$ cat config.mk
export PLATFORM = sky130hd
export DESIGN_NAME = pipelined_adder
export DESIGN_NICKNAME = d
export VERILOG_FILES = /design/src/rtl/adder_pkg.sv /design/src/rtl/adder_segment.sv /design/src/rtl/pipelined_adder.sv
export SDC_FILE = /design/constraint.sdc
export NUM_CORES = 1
export LEC_CHECK = 0
export CAP_MARGIN = 20
export CORE_AREA = 2 2 121 123
export DETAILED_ROUTE_END_ITERATION = 6
export DIE_AREA = 0 0 123 125
export PLACE_DENSITY = 0.87
export SLEW_MARGIN = 20
export SYNTH_ARGS = -nofsm -noshare
export SYNTH_HDL_FRONTEND = slang
export SYNTH_SLANG_ARGS = --single-unit
$ cat constraint.sdc
create_clock -name clk -period 5 [get_ports clk]
set_input_delay 1.5 -clock clk [delete_from_list [all_inputs] [get_ports clk]]
set_output_delay 1.5 -clock clk [all_outputs]
set_load 0.01 [all_outputs]
$ cat src/rtl/adder_pkg.sv
// Shared constants and helpers for the segmented pipelined adder.
package adder_pkg;

  localparam int unsigned DEFAULT_SIZE   = 32;
  localparam int unsigned DEFAULT_STAGES = 4;

  localparam logic OP_ADD = 1'b0;
  localparam logic OP_SUB = 1'b1;

  function automatic int unsigned seg_width(input int unsigned size, input int unsigned stages);
    return size / stages;
  endfunction

endpackage

$ cat src/rtl/adder_segment.sv
// Combinational W-bit adder slice; cmsb is the carry into the slice's top bit.
module adder_segment #(
  parameter int unsigned W = 8
) (
  input  logic [W-1:0] a,
  input  logic [W-1:0] b,
  input  logic         cin,
  output logic [W-1:0] s,
  output logic         cout,
  output logic         cmsb
);

  logic [W:0] sum;

  assign sum  = {1'b0, a} + {1'b0, b} + {{W{1'b0}}, cin};
  assign s    = sum[W-1:0];
  assign cout = sum[W];
  assign cmsb = a[W-1] ^ b[W-1] ^ sum[W-1];

endmodule

$ cat src/rtl/pipelined_adder.sv
// Carry-registered pipelined adder/subtractor, one W-bit segment per stage.
// Define PIPELINED_ADDER_FLAGS_EN to enable the Ovf and Zero flag outputs.
module pipelined_adder
  import adder_pkg::*;
#(
  parameter int unsigned SIZE   = DEFAULT_SIZE,
  parameter int unsigned STAGES = DEFAULT_STAGES
) (
  input  logic            clk,
  input  logic            reset,
  input  logic            in_valid,
  output logic            in_ready,
  input  logic [SIZE-1:0] X,
  input  logic [SIZE-1:0] Y,
  input  logic            sub,
  output logic            out_valid,
  input  logic            out_ready,
  output logic [SIZE-1:0] S,
  output logic            Cout,
  output logic            Ovf,
  output logic            Zero
);

  localparam int unsigned W = seg_width(SIZE, STAGES);

  if (STAGES < 1 || STAGES > SIZE || (SIZE % STAGES) != 0) begin : g_bad_cfg
    $error("pipelined_adder: SIZE must be a multiple of STAGES, 1 <= STAGES <= SIZE");
  end

  // Single advance enable: the whole pipeline moves or holds together.
  logic adv;
  assign adv      = !out_valid || out_ready;
  assign in_ready = adv;

`ifdef PIPELINED_ADDER_FLAGS_EN
  logic ovf_d;
  logic ovf_q;
`endif

  for (genvar k = 0; k < STAGES; k++) begin : g_stage
    localparam int unsigned HI = SIZE - k * W;

    logic [HI-1:0]        a_in;
    logic [HI-1:0]        b_in;
    logic                 cin;
    logic                 v_in;
    logic [(k+1)*W-1:0]   s_in;
    logic [W-1:0]         seg_s;
    logic                 seg_cout;
    logic                 seg_cmsb;
    logic                 v_q;
    logic                 c_q;
    logic [(k+1)*W-1:0]   s_q;

    if (k == 0) begin : g_first
      // Bubbles carry zero operands so nothing stale follows them down the pipe.
      assign v_in = in_valid;
      assign a_in = in_valid ? X : '0;
      assign b_in = !in_valid ? '0 : ((sub == OP_SUB) ? ~Y : Y);
      assign cin  = in_valid && (sub == OP_SUB);
      assign s_in = seg_s;
    end else begin : g_next
      assign v_in = g_stage[k-1].v_q;
      assign a_in = g_stage[k-1].g_ops.a_q;
      assign b_in = g_stage[k-1].g_ops.b_q;
      assign cin  = g_stage[k-1].c_q;
      assign s_in = {seg_s, g_stage[k-1].s_q};
    end

    adder_segment #(
      .W(W)
    ) u_seg (
      .a   (a_in[W-1:0]),
      .b   (b_in[W-1:0]),
      .cin (cin),
      .s   (seg_s),
      .cout(seg_cout),
      .cmsb(seg_cmsb)
    );

    always_ff @(posedge clk) begin
      if (reset) begin
        v_q <= 1'b0;
        c_q <= 1'b0;
        s_q <= '0;
      end else if (adv) begin
        v_q <= v_in;
        c_q <= seg_cout;
        s_q <= s_in;
      end
    end

    // Only the not-yet-added high operand bits travel on to later stages.
    if (k < STAGES - 1) begin : g_ops
      logic [HI-W-1:0] a_q;
      logic [HI-W-1:0] b_q;

      always_ff @(posedge clk) begin
        if (reset) begin
          a_q <= '0;
          b_q <= '0;
        end else if (adv) begin
          a_q <= a_in[HI-1:W];
          b_q <= b_in[HI-1:W];
        end
      end
    end

    if (k == STAGES - 1) begin : g_last
`ifdef PIPELINED_ADDER_FLAGS_EN
      assign ovf_d = seg_cmsb ^ seg_cout;
`else
      logic unused_cmsb;
      assign unused_cmsb = seg_cmsb;
`endif
    end else begin : g_mid
      logic unused_cmsb;
      assign unused_cmsb = seg_cmsb;
    end
  end

  assign out_valid = g_stage[STAGES-1].v_q;
  assign S         = g_stage[STAGES-1].s_q;
  assign Cout      = g_stage[STAGES-1].c_q;

`ifdef PIPELINED_ADDER_FLAGS_EN
  always_ff @(posedge clk) begin
    if (reset) begin
      ovf_q <= 1'b0;
    end else if (adv) begin
      ovf_q <= ovf_d;
    end
  end

  assign Ovf  = ovf_q;
  // Qualified by out_valid so the cleared result after reset does not read as zero.
  assign Zero = out_valid && (S == '0);
`else
  assign Ovf  = 1'b0;
  assign Zero = 1'b0;
`endif

endmodule

* After elaboration in Yosys (flattened, before gate mapping)
Cells that the tools add are included.
** Operators by class
- Add/subtract/negate cells :: 8
- Muxes and demuxes :: 3
- Bitwise operators :: 1
- Reductions and logical operators :: 3
** Operators with widths (number)
- $mux 32 :: 3
- $add 8x8->9 :: 4
- $add 9x1->9 :: 4
- $not 32->32 :: 1
- $logic_and 1x1->1 :: 1
- $logic_not 1->1 :: 1
- $logic_or 1x1->1 :: 1
** Word-level totals
- Bits in registers :: 184
- Output and inout bits :: 37
- Logic and storage cells :: 33

* Logic depth before layout (Yosys ltp)
- Word-level depth :: 5
- Gate-level depth with buffers :: 11
- Mapped depth without buffers :: 9

* Hierarchy
Synthesis repeated with hierarchy kept, for this count alone.
** Second synthesis, totals
- Cells, all modules :: 981
- Area total of the unflattened synthesis :: 8201.6 um^2
** By module, submodules not included
- pipelined_adder :: times used 1, cells each 809, area an instance 6764.0 um^2, seq. area each 3683.5 um^2
- adder_segment at g_stage[1].u_seg ... :: times used 3, cells each 43, area an instance 364.1 um^2, seq. area each 0.0 um^2
- adder_segment at g_stage[0].u_seg :: times used 1, cells each 43, area an instance 345.3 um^2, seq. area each 0.0 um^2

* Worst setup path before layout
No wires, ideal clock.
- Path kind :: input -> output
- Start :: input out_ready
- End :: output in_ready
- Data arrival time :: 2.053 ns
- Path slack :: 1.447 ns
- Stages on the path :: 4
- Cell sequence :: nor2b_1 -> inv_2 -> buf_2 -> buf_2
** Between the ends
- Cells in the longest elaborated chain, start to end :: 1
** Ends and longest elaborated chain
- start: declaration :: line pipelined_adder.sv:17 : input logic out_ready,
- $logic_or 1x1->1 :: line pipelined_adder.sv:32 : assign adv = !out_valid || out_ready;
- end: declaration :: line pipelined_adder.sv:12 : output logic in_ready,
Every way passes these cells.

* Worst setup path after layout
Same ends and word-level chain as after synthesis.

==> impl_results.md <==
* Post-Route Utilization at 68.61%
* Antenna Cells at 0
* Initial DRC count at 591
* VDD IR max at 0.0002245 V
* Top cell type by total area after synthesis: dfxtp_1
* Post-Layout Cell Count at 1222
* WL final at 18.56 mm
* GR Overflow Total at 0
* Skew final at 6.472 ps
* DIE HEIGHT at 125 um
* Final hold violation count at 0
* Syn Area/Cell at 8.372 um^2
* Post-synth EDFFs at 0
* TritonCTS clock tree: built
* Drt pass-1 iters at 5
* Post-Place Worst Slack at 662.6 ps
* Via count at 6829
* Filler instances at 1121
* Most frequent cell after synthesis: nand2_1
* Number of port buffers at 103
* Reg-to-Reg Start: out_valid$_SDFFE_PP0P_
* Area delta synth->final at 20.63%
* Placed inst area at 9094 um^2
* Final setup violation count at 0
* GP Congestion at 0.9148
* Met2 routed WL at 8.841 mm
* Row cnt at 44
* Final period util at 86.51%
* Worst Hold Path Cells at 2
* # DRC at 0
* Clk Latency, worst-skew pair at 440 ps
* Finished Cell Area at 9746 um^2
* Area share of the largest cell type after synthesis at 45.59%
* Share of cells above drive strength 1 at 4.913%
* Register area share after synthesis at 45.59%
* CTS resizes at 0
* Final Total Pwr at 3.356 mW
* Final setup TNS at 0 ps
* Syn. warnings at 0
* Die X at 123 um
* Top sig layer: met4
* Fin worst setup slack at 674.5 ps
* Synth async-reset ratio at 0%
* Core outline area at 14200 um^2
* Die ar. at 15380 um^2
* FF+latch count, synth at 184
* First-pass GRT wire length at 30.12 mm
* Outcome: finished, final reports clean
* Vias/cell at 5.588
* Worst setup startpoint: out_ready
* Ranking of synthesized cells by area: dfxtp_1 46%, nand2_1 11%, a21oi_1 9.0%, ha_1 4.3%, xor2_1 3.9%
* Critical Path Source Type: primary input
* Pwr Density at 344.4 nW/um^2
* Clock Pin Slew Worst Setup and Hold Paths at 60 ps
* Crit. End Element: output pin
* Leakage power at 3.777 nW
* WP data required at 3500 ps
* Post-Synthesis Cell Area at 8079 um^2
* Total GRT Usage at 24.74%
* Synth Flop Type: dfxtp_1
* Maximum fanout along the worst path at 23
* Final nets at 1131
* Largest net degree at the start of global routing at 108
* Clock sinks at 184
* Placed cell count at 1191
* Crit Path Category: in -> out
* Top cells by count, synth: 238 x nand2_1, 184 x dfxtp_1, 146 x a21oi_1, 41 x nor2_1, 37 x buf_2
* Pin slew with the least headroom to its limit at 1060 ps
* Clock Path Buffers at 2
* Post-CTS Setup Inserts at 0
* Cts-stage hold buffer count at 0
* R2R Setup Slk at 2480 ps
* Slew Limit Fails at 0
* Worst Hold Class: reg -> reg
* RSZ-0062 raised after global routing: false
* Worst hold start: S[21]$_SDFFE_PP0P_
* Initial Util at 56.88%
* Netlist cell types at 48
* Routed len/inst at 15.19 um
* Ports at 106
* Vias in the first global route at 6195
* Depth of the most critical reg-to-reg path at 5
* DR WL met3 at 957 um
* Max Cap Viol at 0
* Post-route minimum period at 4325 ps
* H-Tree Level Count at 4
* Initial antenna violation count at 0
* Max Clk Rate at 231.2 MHz
* M1 wire length at 8.371 mm
* Detail Route Antenna Nets at 0
* CTS Buf Count at 17
* CTS root buffer: clkbuf_16
* Dpl hpwl at 12.22 mm
* Critical path data arrival time at 2830 ps
* RR Endpoint: g_stage[0].c_q$_SDFFE_PP0P_
* Min Hold Slack at 449.2 ps
* Slew Limit Headroom at 29.31%
* Synth Instances at 965
* Hold EP: S[21]$_SDFFE_PP0P_
==> cells by family (layout without fill, tap and decap cells) <==
kind of cell,count (synthesis),after routing,share of synthesized area (%)
flops,184,184,45.59
xor+xnor,41,41,4.445
buf+inv,82,154,4.476
compound gates,242,242,18.07
fa+ha+maj,36,36,6.319
other cells,1,2,0.04642
simple gates,375,375,20.49
mux,4,4,0.5575
==> flip-flops by register name, indices dropped and copies added, names as in the netlist <==
register and flops:
g_stage.v_q 3, S 32, g_stage.s_q 48, g_stage.g_ops.a_q 48
Cout 1, g_stage.c_q 3, g_stage.g_ops.b_q 48, out_valid 1
==> power breakdown <==
| group | internal, mW | total [mW] | switching (mW) |
|---|---|---|---|
| clock | 0.912 | 1.47 | 0.563 |
| sequential | 1.53 | 1.57 | 0.0385 |
| combinational | 0.150 | 0.313 | 0.163 |
| total | 2.59 | 3.36 | 0.764 |
==> cell type report <==
cell class              count  area [um^2]  area share [%]
multi-input cells         700         4045           41.51
flip-flops and latches    184         3684           37.80
clock inverters            11        195.2           2.003
clock buffers              20        456.7           4.686
well taps                 184        230.2           2.362
repair buffers            112         1091           11.20
inverters                  11        43.79          0.4494
==> worst max-delay path: stages <==
cell             delay, ps
clkdlybuf4s50_1        500
nor2b_4                 60
inv_4                  180
clkdlybuf4s50_1        580
==> how the worst max path moves through the flow <==
stage	to	slack, ps	depth (start not counted)
after global placement	in_ready	680	4
after global routing	in_ready	630	4
after detailed placement	in_ready	660	4
after floorplan	in_ready	1450	4
after CTS	in_ready	670	4
final	in_ready	670	4
==> layout by cell type (no fill, tap or decap), types with 3 or more instances in the layout <==
cell type	count
or3_1	9
a211oi_1	13
clkinvlp_4	3
xor2_1	36
nand3_1	29
dfxtp_1	184
nor2_1	41
and3_1	5
o221ai_1	3
nor3b_1	3
a22oi_1	28
buf_4	10
clkdlybuf4s50_1	101
clkbuf_16	17
o21ai_0	10
and2_1	15
bufinv_16	5
ha_1	28
a32o_1	3
a21o_1	15
xnor2_1	5
inv_1	10
o211ai_1	3
o2bb2ai_1	3
nor3_1	7
nand4_1	3
o21a_1	5
a21oi_1	146
o21bai_1	4
mux2_2	4
o2111a_1	3
nor2b_4	4
nand3b_1	9
fa_1	8
nand2_1	238
nor2b_1	3
nand4b_1	4
==> per-layer routing <==
| layer | global-route usage, % | up-vias |
|---|---|---|
| met4 | 8.890 | 0 |
| met3 | 4.425 | 33 |
| met2 | 39.49 | 193 |
| met5 | 0 | - |
| li1 | - | 3403 |
| met1 | 33.57 | 3200 |
Power figures use the tool's default switching activity.
